<file path="src/rtl/alu_pkg.sv">
// -----------------------------------------------------------------------------
// alu_pkg
// Shared definitions for the ALU command sequencer slice: operand/tag widths,
// FIFO geometry, ALU op encodings, the sequencer FSM state type and the
// buffered command record.
// No ports (package).
// -----------------------------------------------------------------------------
package alu_pkg;

    localparam int ALU_W      = 8;
    localparam int TAG_W      = 4;
    localparam int FIFO_DEPTH = 4;
    localparam int PTR_W      = 2;   // log2(FIFO_DEPTH); pointers wrap 3 -> 0
    localparam int CNT_W      = 3;   // holds 0..FIFO_DEPTH

    typedef enum logic [1:0] {
        ALU_ADD = 2'b00,
        ALU_SUB = 2'b01,
        ALU_AND = 2'b10,
        ALU_OR  = 2'b11
    } alu_op_e;

    typedef enum logic [1:0] {
        ST_IDLE    = 2'd0,
        ST_ISSUE   = 2'd1,
        ST_CAPTURE = 2'd2,
        ST_OUT     = 2'd3
    } seq_state_e;

    typedef struct packed {
        logic [ALU_W-1:0] a;
        logic [ALU_W-1:0] b;
        alu_op_e          sel;
        logic [TAG_W-1:0] tag;
    } alu_cmd_t;

endpackage

</file>
<file path="src/rtl/alu_cmd_fifo.sv">
// -----------------------------------------------------------------------------
// alu_cmd_fifo
// 4-entry command FIFO. Registered read path (no bypass): an entry written on
// one edge becomes visible at the head only after that edge.
// Ports:
//   clk      in   clock, rising edge
//   rst      in   asynchronous active-low reset (clears pointers and count)
//   push_i   in   write wdata_i at the tail (ignored when full)
//   pop_i    in   drop the head entry (ignored when empty)
//   wdata_i  in   command to enqueue
//   rdata_o  out  head command
//   full_o   out  count == FIFO_DEPTH
//   empty_o  out  count == 0
//   count_o  out  entries held (0..FIFO_DEPTH)
// -----------------------------------------------------------------------------
module alu_cmd_fifo
    import alu_pkg::*;
(
    input  logic             clk,
    input  logic             rst,
    input  logic             push_i,
    input  logic             pop_i,
    input  alu_cmd_t         wdata_i,
    output alu_cmd_t         rdata_o,
    output logic             full_o,
    output logic             empty_o,
    output logic [CNT_W-1:0] count_o
);

    alu_cmd_t         mem_q [FIFO_DEPTH];
    logic [PTR_W-1:0] wr_ptr_q, wr_ptr_d;
    logic [PTR_W-1:0] rd_ptr_q, rd_ptr_d;
    logic [CNT_W-1:0] count_q, count_d;
    logic             push_ok;
    logic             pop_ok;

    assign full_o  = (count_q == CNT_W'(FIFO_DEPTH));
    assign empty_o = (count_q == '0);
    assign count_o = count_q;
    assign rdata_o = mem_q[rd_ptr_q];

    assign push_ok = push_i && !full_o;
    assign pop_ok  = pop_i && !empty_o;

    always_comb begin
        wr_ptr_d = wr_ptr_q;
        rd_ptr_d = rd_ptr_q;
        count_d  = count_q;
        // Pointers are PTR_W wide so the increment wraps 3 -> 0 naturally.
        if (push_ok) wr_ptr_d = wr_ptr_q + 1'b1;
        if (pop_ok)  rd_ptr_d = rd_ptr_q + 1'b1;
        // Simultaneous push and pop leaves the count unchanged.
        case ({push_ok, pop_ok})
            2'b10:   count_d = count_q + 1'b1;
            2'b01:   count_d = count_q - 1'b1;
            default: count_d = count_q;
        endcase
    end

    always_ff @(posedge clk or negedge rst) begin
        if (!rst) begin
            wr_ptr_q <= '0;
            rd_ptr_q <= '0;
            count_q  <= '0;
        end else begin
            wr_ptr_q <= wr_ptr_d;
            rd_ptr_q <= rd_ptr_d;
            count_q  <= count_d;
        end
    end

    // Storage is not reset: validity is carried entirely by the count.
    always_ff @(posedge clk) begin
        if (push_ok) mem_q[wr_ptr_q] <= wdata_i;
    end

endmodule

</file>
<file path="src/rtl/alu_cmd_sequencer.sv">
// -----------------------------------------------------------------------------
// alu_cmd_sequencer
// Buffers {a,b,sel,tag} commands in a 4-deep FIFO and issues them one at a
// time to a downstream registered ALU, capturing result, carry and tag and
// presenting them on a valid/ready output port. Commands complete in order.
// Ports:
//   clk, rst                 clock / asynchronous active-low reset
//   in_valid, in_ready       command handshake (in_ready = FIFO not full)
//   in_a, in_b, in_sel, in_tag  command fields
//   alu_a, alu_b, alu_sel    registered operands/op to the ALU
//   alu_y, alu_c             registered ALU result/carry
//   out_valid, out_ready     result handshake
//   out_y, out_c, out_tag    captured result, carry, tag
//   fifo_count               entries currently buffered (0..4)
// -----------------------------------------------------------------------------
module alu_cmd_sequencer
    import alu_pkg::*;
(
    input  logic             clk,
    input  logic             rst,
    input  logic             in_valid,
    output logic             in_ready,
    input  logic [ALU_W-1:0] in_a,
    input  logic [ALU_W-1:0] in_b,
    input  logic [1:0]       in_sel,
    input  logic [TAG_W-1:0] in_tag,
    output logic [ALU_W-1:0] alu_a,
    output logic [ALU_W-1:0] alu_b,
    output logic [1:0]       alu_sel,
    input  logic [ALU_W-1:0] alu_y,
    input  logic             alu_c,
    output logic             out_valid,
    input  logic             out_ready,
    output logic [ALU_W-1:0] out_y,
    output logic             out_c,
    output logic [TAG_W-1:0] out_tag,
    output logic [CNT_W-1:0] fifo_count
);

    alu_cmd_t   in_cmd;
    alu_cmd_t   head_cmd;
    logic       fifo_full;
    logic       fifo_empty;
    logic       fifo_push;
    logic       fifo_pop;
    logic       capture;

    seq_state_e state_q, state_d;

    logic [ALU_W-1:0] alu_a_q, alu_a_d;
    logic [ALU_W-1:0] alu_b_q, alu_b_d;
    alu_op_e          alu_sel_q, alu_sel_d;
    logic [TAG_W-1:0] tag_q, tag_d;
    logic [ALU_W-1:0] out_y_q, out_y_d;
    logic             out_c_q, out_c_d;
    logic [TAG_W-1:0] out_tag_q, out_tag_d;

    assign in_cmd = '{a: in_a, b: in_b, sel: alu_op_e'(in_sel), tag: in_tag};

    // Depends on the count only, so a producer may wait on in_ready before
    // raising in_valid.
    assign in_ready  = !fifo_full;
    assign fifo_push = in_valid && in_ready;

    alu_cmd_fifo u_fifo (
        .clk     (clk),
        .rst     (rst),
        .push_i  (fifo_push),
        .pop_i   (fifo_pop),
        .wdata_i (in_cmd),
        .rdata_o (head_cmd),
        .full_o  (fifo_full),
        .empty_o (fifo_empty),
        .count_o (fifo_count)
    );

    // ---- FSM: state register ----
    always_ff @(posedge clk or negedge rst) begin
        if (!rst) state_q <= ST_IDLE;
        else      state_q <= state_d;
    end

    // ---- FSM: next state ----
    always_comb begin
        state_d = state_q;
        case (state_q)
            ST_IDLE:    if (!fifo_empty) state_d = ST_ISSUE;
            ST_ISSUE:   state_d = ST_CAPTURE;
            ST_CAPTURE: state_d = ST_OUT;
            ST_OUT: begin
                // Chain straight into the next command to keep 3 cycles/result.
                if (out_ready) state_d = fifo_empty ? ST_IDLE : ST_ISSUE;
            end
            default:    state_d = ST_IDLE;
        endcase
    end

    // ---- FSM: outputs ----
    always_comb begin
        fifo_pop  = 1'b0;
        capture   = 1'b0;
        out_valid = 1'b0;
        case (state_q)
            ST_IDLE:    fifo_pop = !fifo_empty;
            ST_CAPTURE: capture  = 1'b1;
            ST_OUT: begin
                out_valid = 1'b1;
                fifo_pop  = out_ready && !fifo_empty;
            end
            default: ;
        endcase
    end

    // Operands load only on a pop, so they hold the last issued command
    // everywhere outside ISSUE. Results load only in CAPTURE, so they stay
    // frozen throughout a stalled OUT.
    always_comb begin
        alu_a_d   = alu_a_q;
        alu_b_d   = alu_b_q;
        alu_sel_d = alu_sel_q;
        tag_d     = tag_q;
        out_y_d   = out_y_q;
        out_c_d   = out_c_q;
        out_tag_d = out_tag_q;
        if (fifo_pop) begin
            alu_a_d   = head_cmd.a;
            alu_b_d   = head_cmd.b;
            alu_sel_d = head_cmd.sel;
            tag_d     = head_cmd.tag;
        end
        if (capture) begin
            out_y_d   = alu_y;
            out_c_d   = alu_c;
            out_tag_d = tag_q;
        end
    end

    always_ff @(posedge clk or negedge rst) begin
        if (!rst) begin
            alu_a_q   <= '0;
            alu_b_q   <= '0;
            alu_sel_q <= ALU_ADD;
            tag_q     <= '0;
            out_y_q   <= '0;
            out_c_q   <= 1'b0;
            out_tag_q <= '0;
        end else begin
            alu_a_q   <= alu_a_d;
            alu_b_q   <= alu_b_d;
            alu_sel_q <= alu_sel_d;
            tag_q     <= tag_d;
            out_y_q   <= out_y_d;
            out_c_q   <= out_c_d;
            out_tag_q <= out_tag_d;
        end
    end

    assign alu_a   = alu_a_q;
    assign alu_b   = alu_b_q;
    assign alu_sel = alu_sel_q;
    assign out_y   = out_y_q;
    assign out_c   = out_c_q;
    assign out_tag = out_tag_q;

endmodule

</file>
<file path="config.mk">
export PLATFORM = sky130hd
export DESIGN_NAME = alu_cmd_sequencer
export DESIGN_NICKNAME = d
export VERILOG_FILES = /design/src/rtl/alu_pkg.sv /design/src/rtl/alu_cmd_fifo.sv /design/src/rtl/alu_cmd_sequencer.sv
export SDC_FILE = /design/constraint.sdc
export NUM_CORES = 1
export LEC_CHECK = 0
export CAP_MARGIN = 10
export CORE_ASPECT_RATIO = 1.1
export CORE_MARGIN = 2
export CORE_UTILIZATION = 42
export DETAILED_ROUTE_END_ITERATION = 6
export GPL_ROUTABILITY_DRIVEN = 0
export GPL_TIMING_DRIVEN = 0
export PLACE_DENSITY = 0.66
export SLEW_MARGIN = 10
export SYNTH_ARGS = -nofsm -noshare
export SYNTH_HDL_FRONTEND = slang
export SYNTH_SLANG_ARGS = --single-unit
</file>
<file path="constraint.sdc">
create_clock -name clk -period 2.12 [get_ports clk]
set_input_delay 0.424 -clock clk [delete_from_list [all_inputs] [get_ports clk]]
set_output_delay 0.424 -clock clk [all_outputs]
set_load 0.005 [all_outputs]
</file>
### Word level (Yosys, flattened, before mapping)

Memories as Yosys holds them, arrays and structs flattened. A register that Yosys moved wholly into a read port is not among the register bits.
Index checks and enable logic that the tools add are counted.

* register bits: 22
* bits in latches: 0
* bits in writable memories: 88
* bits in read-only memories: 0
* input bits: 35
* output and inout port bits: 36
* logic and storage cells: 41
* memories: 1

Memory list
* u_fifo.mem_q: words 4, bits a word 22, rd ports 1, clocked after Yosys merged registers in 1, write ports 1, line alu_cmd_fifo.sv:30 `alu_cmd_t mem_q [FIFO_DEPTH];`

* add/sub/neg operators: 4
* multipliers: 0
* divide/modulo/power cells: 0
* magnitude comparators: 0
* equal/unequal tests: 8
* shift operators: 0
* multiplexer cells: 10
* bitwise operators: 0
* reductions and logical operators: 11

Operator list (count)
* case mux 2 bit (4 select lines): 1
* == test 2 bit (second input constant): 3
* case mux 3 bit (2 select lines): 1
* two-way mux 1 bit: 5
* adder 2 x 1 -> 2 bit (second input constant): 2
* == test 2 x 1 -> 1 bit (second input constant): 2
* logical AND 1 bit: 4
* two-way mux 2 bit: 2
* != test 2 bit (second input constant): 2
* adder 3 x 1 -> 3 bit (second input constant): 1
* == test 3 bit (second input constant): 1
* logical NOT 1 bit: 3
* logical NOT 3 bit: 1
* subtractor 3 x 1 -> 3 bit (second input constant): 1
* logical NOT 2 bit: 1
* case mux 1 bit (2 select lines): 1
* AND reduction 2 bit: 1
* nonzero test 2 bit: 1

### Longest topological paths before layout

* depth in word-level cells: 7
* gate-level depth with buffers: 11
* gate-level depth less buffers: 10

### Cells and area by module

Synthesis repeated with hierarchy kept, for this count alone.

* cell total of the unflattened synthesis: 245
* area total of the unflattened synthesis: 5134.9 µm²

By module, submodules not included
* alu_cmd_fifo: times used 1, cells an instance 152, area an instance 3639.7 µm², seq. area each 2817.7 µm²
* alu_cmd_sequencer: times used 1, cells an instance 93, area an instance 1495.2 µm², seq. area each 925.9 µm²

### Worst setup path after synthesis

Ideal clock, no wire load.

* path kind: flip-flop to flip-flop
* start: register state_q[0]
* end: register u_fifo.count_q[2], in the netlist u_fifo.count_o[2]
* setup time: 79 ps
* arrival time: 2262 ps
* required time: 2041 ps
* path slack: -221 ps
* cell stages (with the launch flop): 11
* path buffers: 1
* period minus slack after synthesis: 2341 ps
* cells stage by stage: dfrtp_1 > inv_1 > ha_1 > nor3_4 > buf_6 > ha_1 > inv_1 > fa_1 > xor2_1 > nor2_1 > xor2_1

* word-level cells in the longest chain between the ends: 5
* elaborated cells between the ends (all ways): 8
* classes of those cells: eq/ne (3); mux (2); reduce/logical (3)

Ends and longest elaborated chain
* start: declaration: line alu_cmd_sequencer.sv:48 `seq_state_e state_q, state_d;`
* start signal: assignment: line alu_cmd_sequencer.sv:80 `else state_q <= state_d;`
* == test 2 bit / logical NOT 2 bit (equally long branches): line alu_cmd_sequencer.sv:103 `case (state_q)`
* case mux 1 bit (2 select lines) (*): line alu_cmd_sequencer.sv:103
* logical AND 1 bit (*): line alu_cmd_fifo.sv:43 `assign pop_ok = pop_i && !empty_o;`
* named net u_fifo.pop_ok: line alu_cmd_fifo.sv:35 `logic pop_ok;`
* == test 2 x 1 -> 1 bit / == test 2 bit (equally long branches): line alu_cmd_fifo.sv:53 `case ({push_ok, pop_ok})`
* case mux 3 bit (2 select lines) / nonzero test 2 bit (equally long branches)
* end signal: assignment: line alu_cmd_fifo.sv:68 `count_q <= count_d;`
* end: declaration: line alu_cmd_fifo.sv:33 `logic [CNT_W-1:0] count_q, count_d;`

Mark *: on every way through the listed nets, which the timed path passes. The rest lies on a longest branch.
A chain may end at the register's enable or synchronous reset.

### Worst setup path after layout

* start: register u_fifo.count_q[0], in the netlist u_fifo.count_o[0]
* end: register u_fifo.count_q[2], in the netlist u_fifo.count_o[2]

* word-level cells in the longest chain between the ends: 7
* elaborated cells between the ends (all ways): 15
* classes of those cells: add/sub (2); eq/ne (3); mux (2); reduce/logical (8)

Ends and longest elaborated chain
* logical NOT 3 bit: line alu_cmd_fifo.sv:38 `assign empty_o = (count_q == '0);`
* logical NOT 1 bit: line alu_cmd_fifo.sv:43, alu_cmd_sequencer.sv:104, alu_cmd_sequencer.sv:108
* logical AND 1 bit: line alu_cmd_sequencer.sv:108 `fifo_pop = out_ready && !fifo_empty;`
* case mux 1 bit (2 select lines): line alu_cmd_sequencer.sv:103
* logical AND 1 bit: line alu_cmd_fifo.sv:43
* == test 2 x 1 -> 1 bit / == test 2 bit (equally long branches): line alu_cmd_fifo.sv:53
* case mux 3 bit (2 select lines) / nonzero test 2 bit (equally long branches)

Parallel ways exist; a longest one is shown, timed or not.

==> out/qor.txt <==
Critical Path RT: 2450 ps
Die Span Y: 121 um
cell area power density: 1530 mW/mm2
slowest CP cell: or3b_4
Distinct cells, synth: 29
grt ovf: 0
Sw Ratio: 26.5%
detailed-router iteration count before antenna repair: 4
dominant synthesized flop cell: edfxtp_1
n_diodes: 0
synthesized cell area: 0.00519 mm2
capturing element type of the critical path: flip-flop
First DRT Iteration DRCs: 64
NumNets Final: 386
setup TNS: 0 ps
CTS Buf Count: 17
IO Count: 71
layout cell share with drive strength beyond 1: 31.9%
Area Growth Syn to Fin: 30.2%
Comb pwr share: 36.4%
share of the yosys chip area belonging to registers: 72.2%
Internal: 7600 uW
CTS sink count: 132
Die ar.: 0.0133 mm2
Vias: 2496
Final Hold Vio Count: 0
fin worst setup slack: 51.2 ps
most frequent cell after synthesis: edfxtp_1
crit path launch type: flip-flop
drt via density: 4.91
DRC: 0
largest net degree at the start of global routing: 31
area of the multi-input gates: 0.00138 mm2
status: complete, no violations
smallest hold slack: 487 ps
r2r setup slk: 50 ps
Final Slew Violations: 0
asr flop ratio synth: 33.3%
Routed WL per cell: 17.4 um
Post-DRT Antenna Nets: 0
Post-Synthesis Cells: 242
Hold Crit Class: in2async
Slew @ Worst Pin: 688 ps
Max-slew headroom: 54.2%
unrepaired setup endpoints after global routing: yes
Lkg Pwr: 0.00251 uW
I/O Buffers: 70
Horiz. Die Dim: 110 um
f_max: 483 MHz
CTS clock-pin slew for the worst setup and hold paths: 50 ps
dpl ws: -550 ps
vias in the first global route: 2632
CTS Buffer Depth: 2
HPWL Detailed: 5.41 mm
delay-heaviest family, CP: simple AND/OR/NAND/NOR gates
# rows: 42
Tmin final: 2070 ps
synthesized flop and latch total: 132
Post-synth top cells: 88 x edfxtp_1, 44 x dfrtp_1, 19 x mux2_4
R2R cell count: 9
R2R Path Start: u_fifo.count_o[0]
core area: 0.0120 mm2
Psw: 2740 uW
Overall Global Routing Usage: 14.4%
cells along the critical path: or3b_4 -> and2_4 -> inv_2 -> ha_4 -> inv_2 -> fa_2 -> xor2_1 -> nor2_1 -> xor2_1
WS Path Type: reg2reg
first-pass GRT wire length: 13.7 mm
Clock Skews: 4.95 ps
R2R Path End: u_fifo.count_o[2]
Syn. warnings: 0
Power, Total: 10300 uW
register area: 0.00375 mm2
Worst Path Arrival: 2400 ps
Worst VDD drop: 0.521 mV
Crit Path Max Fanout: 6
Fillers: 950
Synth area leaders: edfxtp_1 51%, dfrtp_1 21%, mux4_2 7.8%, mux2_4 5.5%, mux2_2 3.9%
clk root buf: clkbuf_16
Setup-failing EPs final: 0
Max Cap Viol: 0
CTS tree: yes
Crit path largest cell delay: 430 ps
Synth Area per Inst: 21.4 um2
post-route clock period utilization: 97.6%
clk_lat worst skew: 400 ps
starting density of the core: 43.1%
Crit path buffers/inverters: 2
Synth area leader: edfxtp_1
Max H-tree Level: 4
Syn Nets: 287
Clock power frac: 25.5%
Layout Utilization: 56.1%
Flop pwr share: 38.1%
antenna violations before repair: 0
Routed WL: 8.84 mm
number of enable flip-flop cells after synthesis: 88
post-synth top area share: 51.0%
==> cell families after synthesis <==
family / after synthesis / synth area share (%)
buffers and inverters: 16 / 2.22
adders and majority gates: 10 / 2.56
and+or+nand+nor: 13 / 1.91
muxes: 60 / 19.4
xor gates and xnor gates: 6 / 1.01
AOI/OAI and AO/OA: 5 / 0.676
DFF: 132 / 72.2
==> state kept, by name, indices dropped and copies added (netlist names) <==
name / count
u_fifo.mem_q: 88
alu_a: 8
alu_b: 8
out_y: 8
out_tag: 4
tag_q: 4
u_fifo.count_o: 3
alu_sel: 2
state_q: 2
u_fifo.rd_ptr_q: 2
u_fifo.wr_ptr_q: 2
out_c: 1
==> metal layers <==
layer	wire [um]	track usage [%]	share of wire, %	vias to the layer above
met1	3590	16.7	41	1272
met3	467	4.31	5.3	12
met4	161	7.44	1.8	0
li1	-	-	-	1146
met5	0	0	0	-
met2	4620	23.9	52	66
==> worst register-to-register path, cell delays in order (launching register included) <==
cell,delay [ps]
dfrtp_2,400
or3b_4,430
and2_4,190
inv_2,70
ha_4,140
inv_2,30
fa_2,330
xor2_1,140
nor2_1,130
xor2_1,140
==> power by group through the flow <==
stage	Combinational (uW)	Clock, uW	Sequential (uW)
5_1_grt	4080	2800	4020
4_1_cts	3780	2700	3940
3_5_place_dp	3600	0	4010
3_3_place_gp	3540	0	3980
2_1_floorplan	2330	0	3950
6_report	3770	2630	3940
==> through the flow <==
stage / cell area, um2 / instances
floorplan: 5210 / 242
global placement: 6100 / 466
finish: 6750 / 508
CTS: 6720 / 507
detailed placement: 6120 / 467
global route: 6750 / 508
==> worst max path at each step <==
| stage | from | to | slack (ps) | depth (start not counted) |
|---|---|---|---|---|
| after detailed placement | out_ready | u_fifo.count_o[2] | -550 | 10 |
| final | u_fifo.count_o[0] | u_fifo.count_o[2] | 50 | 9 |
| after floorplan | state_q[1] | u_fifo.count_o[2] | -80 | 11 |
| after CTS | state_q[1] | u_fifo.count_o[2] | 6 | 10 |
| after global placement | rst | u_fifo.count_o[2] | -720 | 1 |
| after global routing | state_q[1] | u_fifo.count_o[2] | -60 | 11 |
==> cell usage in the layout, fill, tap and decap left out, drive strengths merged, types with 8 or more instances in the layout <==
| cell | n |
|---|---|
| buf | 17 |
| mux4 | 22 |
| ha | 9 |
| mux2 | 37 |
| clkdlybuf4s50 | 68 |
| clkbuf | 28 |
| edfxtp | 88 |
| dfrtp | 44 |
| inv | 8 |
==> area by class of cell <==
| cell class | count | area share [%] |
|---|---|---|
| tap | 154 | 2.85 |
| clock inverter | 5 | 0.778 |
| sequential | 132 | 55.5 |
| clock buffer | 27 | 7.15 |
| multi-input combinational | 94 | 20.4 |
| buffer | 8 | 1.32 |
| timing repair buffer | 80 | 11.6 |
| inverter | 8 | 0.445 |
==> timing repair <==
action | in CTS | in global routing
setup endpoints to repair | 47 | 23
hold buffers | 1 | 0
gates resized for setup | 4 | 7
hold endpoints to repair | 14 | 0
setup buffers | 7 | 1
pin swaps | 2 | 5
No activity file was read; power rests on OpenSTA's default activity.
